## src/rtl/frame_stream_out_if.sv

```systemverilog
// Pixel stream bus between the frame readout and its sink.
// Carries valid/ready handshake, pixel data and frame/line markers.
interface frame_stream_out_if #(
  parameter int unsigned PIX_W = 24
);
  logic             iREADY;
  logic             oDVAL;
  logic [PIX_W-1:0] oDATA;
  logic             oSOF;
  logic             oEOL;
  logic             oEOF;

  modport master (
    input  iREADY,
    output oDVAL, oDATA, oSOF, oEOL, oEOF
  );

  modport slave (
    output iREADY,
    input  oDVAL, oDATA, oSOF, oEOL, oEOF
  );
endinterface

```

## src/rtl/frame_stream_out.sv

```systemverilog
// Frame readout: raster-order reads from a pipelined RAM, streamed with credit-based backpressure.
// Define GRAY_OUT_EN to emit 8-bit luma (R+2G+B)>>2 instead of the raw RGB888 word.
module frame_stream_out #(
  parameter int unsigned IMG_W  = 300,
  parameter int unsigned IMG_H  = 210,
  parameter int unsigned PIX_W  = 24,
  parameter int unsigned ADDR_W = 16,
  parameter int unsigned RD_LAT = 1
) (
  input  logic                iCLK,
  input  logic                iRST_N,
  input  logic                ena,
  output logic                done,
  frame_stream_out_if.master  vid,
  input  logic [PIX_W-1:0]    oDataA,
  output logic [ADDR_W-1:0]   iAddrA,
  output logic                rdenA,
  output logic                wrenA
);

  localparam int unsigned DEPTH = RD_LAT + 1;
  localparam int unsigned PTR_W = $clog2(DEPTH);
  localparam int unsigned CNT_W = $clog2(DEPTH + 1);
  localparam int unsigned X_W   = $clog2(IMG_W);
  localparam int unsigned Y_W   = (IMG_H > 1) ? $clog2(IMG_H) : 1;
  localparam logic [ADDR_W:0] LAST_PIX = (ADDR_W+1)'(IMG_W * IMG_H - 1);

  typedef enum logic [1:0] {IDLE, RUN, DONE} stateT;

  stateT              state;
  logic [ADDR_W:0]    issueCnt;
  logic [RD_LAT-1:0]  pipe;
  logic [PIX_W-1:0]   buffer [DEPTH];
  logic [PTR_W-1:0]   rdPtr;
  logic [PTR_W-1:0]   wrPtr;
  logic [CNT_W-1:0]   bufCount;
  logic [X_W-1:0]     x;
  logic [Y_W-1:0]     y;

  logic               dval;
  logic               fire;
  logic               bufWr;
  logic               xLast;
  logic               yLast;
  logic [CNT_W:0]     credit;
  logic [PIX_W-1:0]   head;

  function automatic logic [CNT_W-1:0] countOnes(input logic [RD_LAT-1:0] v);
    logic [CNT_W-1:0] n;
    n = '0;
    for (int i = 0; i < int'(RD_LAT); i++) n = n + CNT_W'(v[i]);
    return n;
  endfunction

  function automatic logic [PTR_W-1:0] ptrInc(input logic [PTR_W-1:0] p);
    return (p == PTR_W'(DEPTH - 1)) ? '0 : p + PTR_W'(1);
  endfunction

  // Credit uses registered occupancy only, so a pop frees its slot one cycle later
  assign credit = {1'b0, bufCount} + (CNT_W+1)'(countOnes(pipe));
  assign rdenA  = (state == RUN) && (issueCnt <= LAST_PIX) && (credit < (CNT_W+1)'(DEPTH));
  assign iAddrA = issueCnt[ADDR_W-1:0];
  assign wrenA  = 1'b0;

  assign bufWr = pipe[RD_LAT-1];
  assign dval  = (bufCount != '0);
  assign fire  = dval && vid.iREADY;
  assign xLast = (x == X_W'(IMG_W - 1));
  assign yLast = (y == Y_W'(IMG_H - 1));
  assign head  = buffer[rdPtr];

  assign vid.oDVAL = dval;
  assign vid.oSOF  = dval && (x == '0) && (y == '0);
  assign vid.oEOL  = dval && xLast;
  assign vid.oEOF  = dval && xLast && yLast;

`ifdef GRAY_OUT_EN
  logic [9:0] graySum;
  assign graySum   = 10'(head[23:16]) + {1'b0, head[15:8], 1'b0} + 10'(head[7:0]);
  assign vid.oDATA = {(PIX_W-8)'(0), graySum[9:2]};
`else
  assign vid.oDATA = head;
`endif

  always_ff @(posedge iCLK or negedge iRST_N) begin
    if (!iRST_N) begin
      state    <= IDLE;
      issueCnt <= '0;
      pipe     <= '0;
      rdPtr    <= '0;
      wrPtr    <= '0;
      bufCount <= '0;
      x        <= '0;
      y        <= '0;
      done     <= 1'b0;
      for (int i = 0; i < int'(DEPTH); i++) buffer[i] <= '0;
    end else begin
      done <= 1'b0;
      pipe <= RD_LAT'({pipe, rdenA});
      if (rdenA) issueCnt <= issueCnt + (ADDR_W+1)'(1);

      if (bufWr) begin
        buffer[wrPtr] <= oDataA;
        wrPtr         <= ptrInc(wrPtr);
      end
      if (fire) rdPtr <= ptrInc(rdPtr);
      bufCount <= bufCount + CNT_W'(bufWr) - CNT_W'(fire);

      // Raster position of the pixel currently at the buffer head
      if (fire) begin
        if (xLast) begin
          x <= '0;
          y <= yLast ? '0 : y + Y_W'(1);
        end else begin
          x <= x + X_W'(1);
        end
      end

      case (state)
        IDLE: if (ena) state <= RUN;
        RUN: begin
          if (fire && xLast && yLast) begin
            state    <= DONE;
            done     <= 1'b1;
            issueCnt <= '0;
          end
        end
        DONE:    state <= IDLE;
        default: state <= IDLE;
      endcase
    end
  end

endmodule
```

## src/flat_wrapper.sv

```systemverilog
// flat-port wrapper written by rule: the top's interface ports become plain ports
module frame_stream_out_flat 
#(
  parameter int unsigned IMG_W  = 300,
  parameter int unsigned IMG_H  = 210,
  parameter int unsigned PIX_W  = 24,
  parameter int unsigned ADDR_W = 16,
  parameter int unsigned RD_LAT = 1
)
  (iCLK, iRST_N, ena, done, oDataA, iAddrA, rdenA, wrenA, vid_iREADY, vid_oDVAL, vid_oDATA, vid_oSOF, vid_oEOL, vid_oEOF);
  frame_stream_out_if #(.PIX_W(PIX_W)) vid_i ();
  input  logic iCLK;
  input  logic iRST_N;
  input  logic ena;
  output logic done;
  input  logic [PIX_W-1:0] oDataA;
  output logic [ADDR_W-1:0] iAddrA;
  output logic rdenA;
  output logic wrenA;
  input wire logic [$bits(vid_i.iREADY)-1:0] vid_iREADY;
  output wire logic [$bits(vid_i.oDVAL)-1:0] vid_oDVAL;
  output wire logic [$bits(vid_i.oDATA)-1:0] vid_oDATA;
  output wire logic [$bits(vid_i.oSOF)-1:0] vid_oSOF;
  output wire logic [$bits(vid_i.oEOL)-1:0] vid_oEOL;
  output wire logic [$bits(vid_i.oEOF)-1:0] vid_oEOF;
  assign vid_i.iREADY = vid_iREADY;
  assign vid_oDVAL = vid_i.oDVAL;
  assign vid_oDATA = vid_i.oDATA;
  assign vid_oSOF = vid_i.oSOF;
  assign vid_oEOL = vid_i.oEOL;
  assign vid_oEOF = vid_i.oEOF;
  frame_stream_out #(.IMG_W(IMG_W), .IMG_H(IMG_H), .PIX_W(PIX_W), .ADDR_W(ADDR_W), .RD_LAT(RD_LAT)) u_core (.iCLK(iCLK), .iRST_N(iRST_N), .ena(ena), .done(done), .vid(vid_i), .oDataA(oDataA), .iAddrA(iAddrA), .rdenA(rdenA), .wrenA(wrenA));
endmodule
```

## config.mk

```make
export PLATFORM = sky130hd
export DESIGN_NAME = frame_stream_out_flat
export DESIGN_NICKNAME = d
export VERILOG_FILES = /design/src/rtl/frame_stream_out_if.sv /design/src/rtl/frame_stream_out.sv /design/src/flat_wrapper.sv
export SDC_FILE = /design/constraint.sdc
export NUM_CORES = 1
export LEC_CHECK = 0
export ABC_AREA = 1
export CORE_MARGIN = 10
export CORE_UTILIZATION = 57
export CTS_BUF_LIST = sky130_fd_sc_hd__clkbuf_8
export DETAILED_ROUTE_END_ITERATION = 10
export GPL_TIMING_DRIVEN = 0
export PLACE_DENSITY = 0.83
export SYNTH_ARGS = -nofsm -noshare
export SYNTH_HDL_FRONTEND = slang
export SYNTH_SLANG_ARGS = --single-unit
```

## constraint.sdc

```tcl
create_clock -name iCLK -period 4.1 [get_ports iCLK]
set_input_delay 0.41 -clock iCLK [delete_from_list [all_inputs] [get_ports iCLK]]
set_output_delay 0.41 -clock iCLK [all_outputs]
set_load 0.03 [all_outputs]
```

==> results.txt <==
----------------------------------------------------
[Timing]
  Final critical delay including setup and external delays ... 2.83 ns
  Post-layout worst setup margin ... 1.27 ns
  Total Neg Setup Slack ... 0 ns
  Share of the cycle needed by the critical path after routing ... 69.0%
  Final hold violations ... 0
  Slew of the pin with the lowest slew margin ... 0.590 ns
  Unrepaired setup endpoints after global routing ... no
  Maximum achievable frequency ... 0.354 GHz
  Worst hold slack ... 0.0314 ns
  Final setup skew ... 0.0122 ns
  Final setup viols ... 0
  Rel. slew slack ... 60.7%
  Slew Limit Fails ... 0

[Die]
  Die Span Y ... 111 µm
  Total Die Area ... 12200 µm²
  Number of top-level pins ... 75
  Die outline width ... 111 µm
  Core region area ... 8090 µm²
  Initial cell density of the core ... 57.9%
  Core Rows ... 33

[Critical path]
  Critical Path Fanout Max ... 6
  Element type at the critical path start ... flip-flop
  Endpoint kind of the worst setup timing path ... primary output
  Worst setup path start ... u_core.issueCnt[0]
  Cell Chain, Critical Path ... ha_1 -> nand2_1 -> inv_1 -> nand3b_1 -> nand2_2 -> nand2_1 -> inv_2 -> clkdlybuf4s50_1
  Launch instance of the worst register-to-register path ... u_core.y[1]
  CP max-delay cell ... sky130_fd_sc_hd__clkdlybuf4s50_1
  Worst setup path category ... reg2out
  Data arrival at the endpoint of the critical path ... 2.42 ns
  Critical path's largest stage delay ... 0.69 ns
  Cell seen most often among critical-path stages ... sky130_fd_sc_hd__nand2_1
  WP data required ... 3.69 ns

[Power and ir drop]
  Total power consumption of the routed design ... 0.00274 W
  Reg power frac ... 36.7%
  Lkg Pwr ... 2.97 nW
  Switching power summed over all nets ... 0.00109 W
  IR drop worst, VDD ... 0.394 mV
  Clk network pwr share ... 23.4%
  Power density cells ... 474 nW/µm²
  Switching part of the total ... 39.8%
  Combinational fraction of design power ... 40.0%
  Int Pwr ... 0.00165 W

[Synthesis]
  Most frequently used flop master after synthesis ... sky130_fd_sc_hd__dfrtp_1
  Post-Syn Nets ... 632
  Post-Synthesis Cells ... 596
  Warnings, synthesis ... 0
  Async set-or-reset flop fraction in the synthesized netlist ... 100%
  Register area share after synthesis ... 48.1%
  Post-synth design cell area ... 4680 µm²
  Count of flip-flops with a built-in enable after synthesis ... 0
  Number of synthesized register bits ... 90
  Syn avg cell area ... 7.86 µm²
  Number of library cell types mapped by synthesis ... 37

[CTS]
  Root Buffer ... sky130_fd_sc_hd__clkbuf_8
  Largest buffer count on any clock path ... 2
  Clock latency on the worst-skew pair ... 0.36 ns
  CTS resizes ... 0
  Level count of the clock H-tree ... 3
  TritonCTS clock tree ... done
  Count of buffers added by post-CTS timing repair for setup ... 0
  CTS Buf Count ... 9
  Number of buffers inserted by hold repair at cts ... 0
  CTS sink count ... 90
  Clock slew at reported path FFs ... 0.10 ns

[Global route]
  Pin count of the biggest net entering global routing ... 48
  Number of antenna violations at the first check in global routing ... 0
  Combined global-route utilization of all metal layers ... 17.2%
  First-pass GRT wire length ... 18200 µm
  Vias in the first global route ... 3975
  Total overflow reported by the global router ... 0

[Routing]
  Residual DRC count ... 0
  Count of routing violations after the opening detailed-route iteration ... 126
  Detailed-route via count ... 3997
  Average wire per cell in the routed design ... 13.5 µm
  Drt via density ... 5.05
  Total detailed-routing wirelength ... 10700 µm
  Length of the first detailed-routing pass in iterations ... 5
  Final ANT Viol Nets ... 0

[Cells and area]
  Proportion of layout cells with a drive suffix above 1 ... 12.0%
  Leading cell types in the layout, fill and taps excluded ... sky130_fd_sc_hd__nand2_1, sky130_fd_sc_hd__dfrtp_1, sky130_fd_sc_hd__clkdlybuf4s50_1, sky130_fd_sc_hd__inv_1, sky130_fd_sc_hd__o21ai_0
  Number of antenna cells inserted ... 0
  Number of standard cells in the layout, taps in and fillers out ... 791
  Nets ... 717
  Most common library cell in the layout ignoring fill and taps ... sky130_fd_sc_hd__nand2_1
  Area delta synth->final ... 23.4%

[Worst hold path]
  Hold Crit Class ... in2async

[Placed design]
  Detailed Place HPWL ... 7930 µm
  Total placed cells including tap cells ... 775
  Routability cong. ... 0.903
  Pre-CTS setup slack ... 1.67 ns
  PortBufs ... 73

[Flow run]
  Number of max-cap violations ... 0

[Status]
  Outcome ... finished, final reports clean

----------------------------------------------------
flip-flops by register name, indices dropped and copies added (netlist names):
register and flops:
u_core.bufCount 2, u_core.bufWr 1, u_core.buffer 48, u_core.done 1, u_core.issueCnt 17, u_core.rdPtr 1, u_core.state 2, u_core.wrPtr 1
u_core.x 9, u_core.y 8
Yosys cell counts, types with 5 or more instances:
| cell | instances | share of area [%] |
|---|---|---|
| sky130_fd_sc_hd__ha_1 | 8 | 2.1 |
| sky130_fd_sc_hd__nand3_2 | 8 | 1.7 |
| sky130_fd_sc_hd__a21oi_1 | 5 | 0.53 |
| sky130_fd_sc_hd__nand2_1 | 186 | 15 |
| sky130_fd_sc_hd__clkbuf_1 | 14 | 1.1 |
| sky130_fd_sc_hd__buf_4 | 19 | 3.0 |
| sky130_fd_sc_hd__nand3_1 | 20 | 2.1 |
| sky130_fd_sc_hd__nor3_2 | 5 | 1.1 |
| sky130_fd_sc_hd__xor2_1 | 8 | 1.5 |
| sky130_fd_sc_hd__nor3_1 | 9 | 0.96 |
| sky130_fd_sc_hd__dfrtp_1 | 90 | 48 |
| sky130_fd_sc_hd__inv_1 | 63 | 5.0 |
| sky130_fd_sc_hd__o21ai_0 | 57 | 6.1 |
| sky130_fd_sc_hd__nor2_1 | 56 | 4.5 |
| sky130_fd_sc_hd__inv_2 | 14 | 1.1 |
cell families after synthesis:
family,share of synthesized area [%]
adder cells (fa/ha/maj),2.14
XOR/XNOR,1.87
AO/OA/AOI/OAI,7.83
flip-flops,48.1
AND/OR/NAND/NOR,29.1
buffers and inverters,10.9
other,0.0801
worst max-delay path: cells and delay by family (launching register included):
family / cells / cell delay, ns
buf+inv: 3 / 0.98
simple gates: 4 / 0.47
flops: 1 / 0.42
fa+ha+maj: 1 / 0.19
power groups by stage:
| stage | Combinational [W] | Sequential (W) | Clock, W |
|---|---|---|---|
| global placement | 0.00108 | 0.00102 | 0 |
| finish | 0.00109 | 0.00101 | 0.000640 |
| global route | 0.00120 | 0.00101 | 0.000682 |
| floorplan | 0.000681 | 0.00101 | 0 |
| CTS | 0.00111 | 0.00100 | 0.000646 |
| detailed placement | 0.00110 | 0.00102 | 0 |
final timing paths:
kind,end,slack [ns],cells past startpoint
max,rdenA,1.27,8
min,u_core.y[5],0.03,1
max reg2reg,u_core.issueCnt[1],2.34,8
min reg2reg,u_core.buffer[25],0.49,2
max in group asynchronous,u_core.buffer[39],3.43,2
min in group iCLK,u_core.buffer[25],0.49,2
routing by layer:
layer	GRT usage [%]	wire length (µm)	vias to the layer above
met3	4.60	674	13
li1	-	-	1997
met2	28.5	5140	112
met1	21.2	4740	1875
met5	0	0	-
met4	5.73	103	0
stage by stage:
step | util, % | instance area [µm²]
floorplan | - | 4680
global placement | 68.5 | 5550
detailed placement | 68.8 | 5570
CTS | 71.4 | 5780
global route | 71.4 | 5780
finish | 71.4 | 5780
layout make-up:
cell class	instances	area, µm²
Clock buffer	10	138
Inverter	78	293
Timing Repair Buffer	74	756
Tap cell	105	131
Fill cell	648	2310
Clock inverter	6	71.3
Multi-Input combinational cell	392	1920
Sequential cell	90	2250
Buffer	36	216
Power figures use the tool's default switching activity.
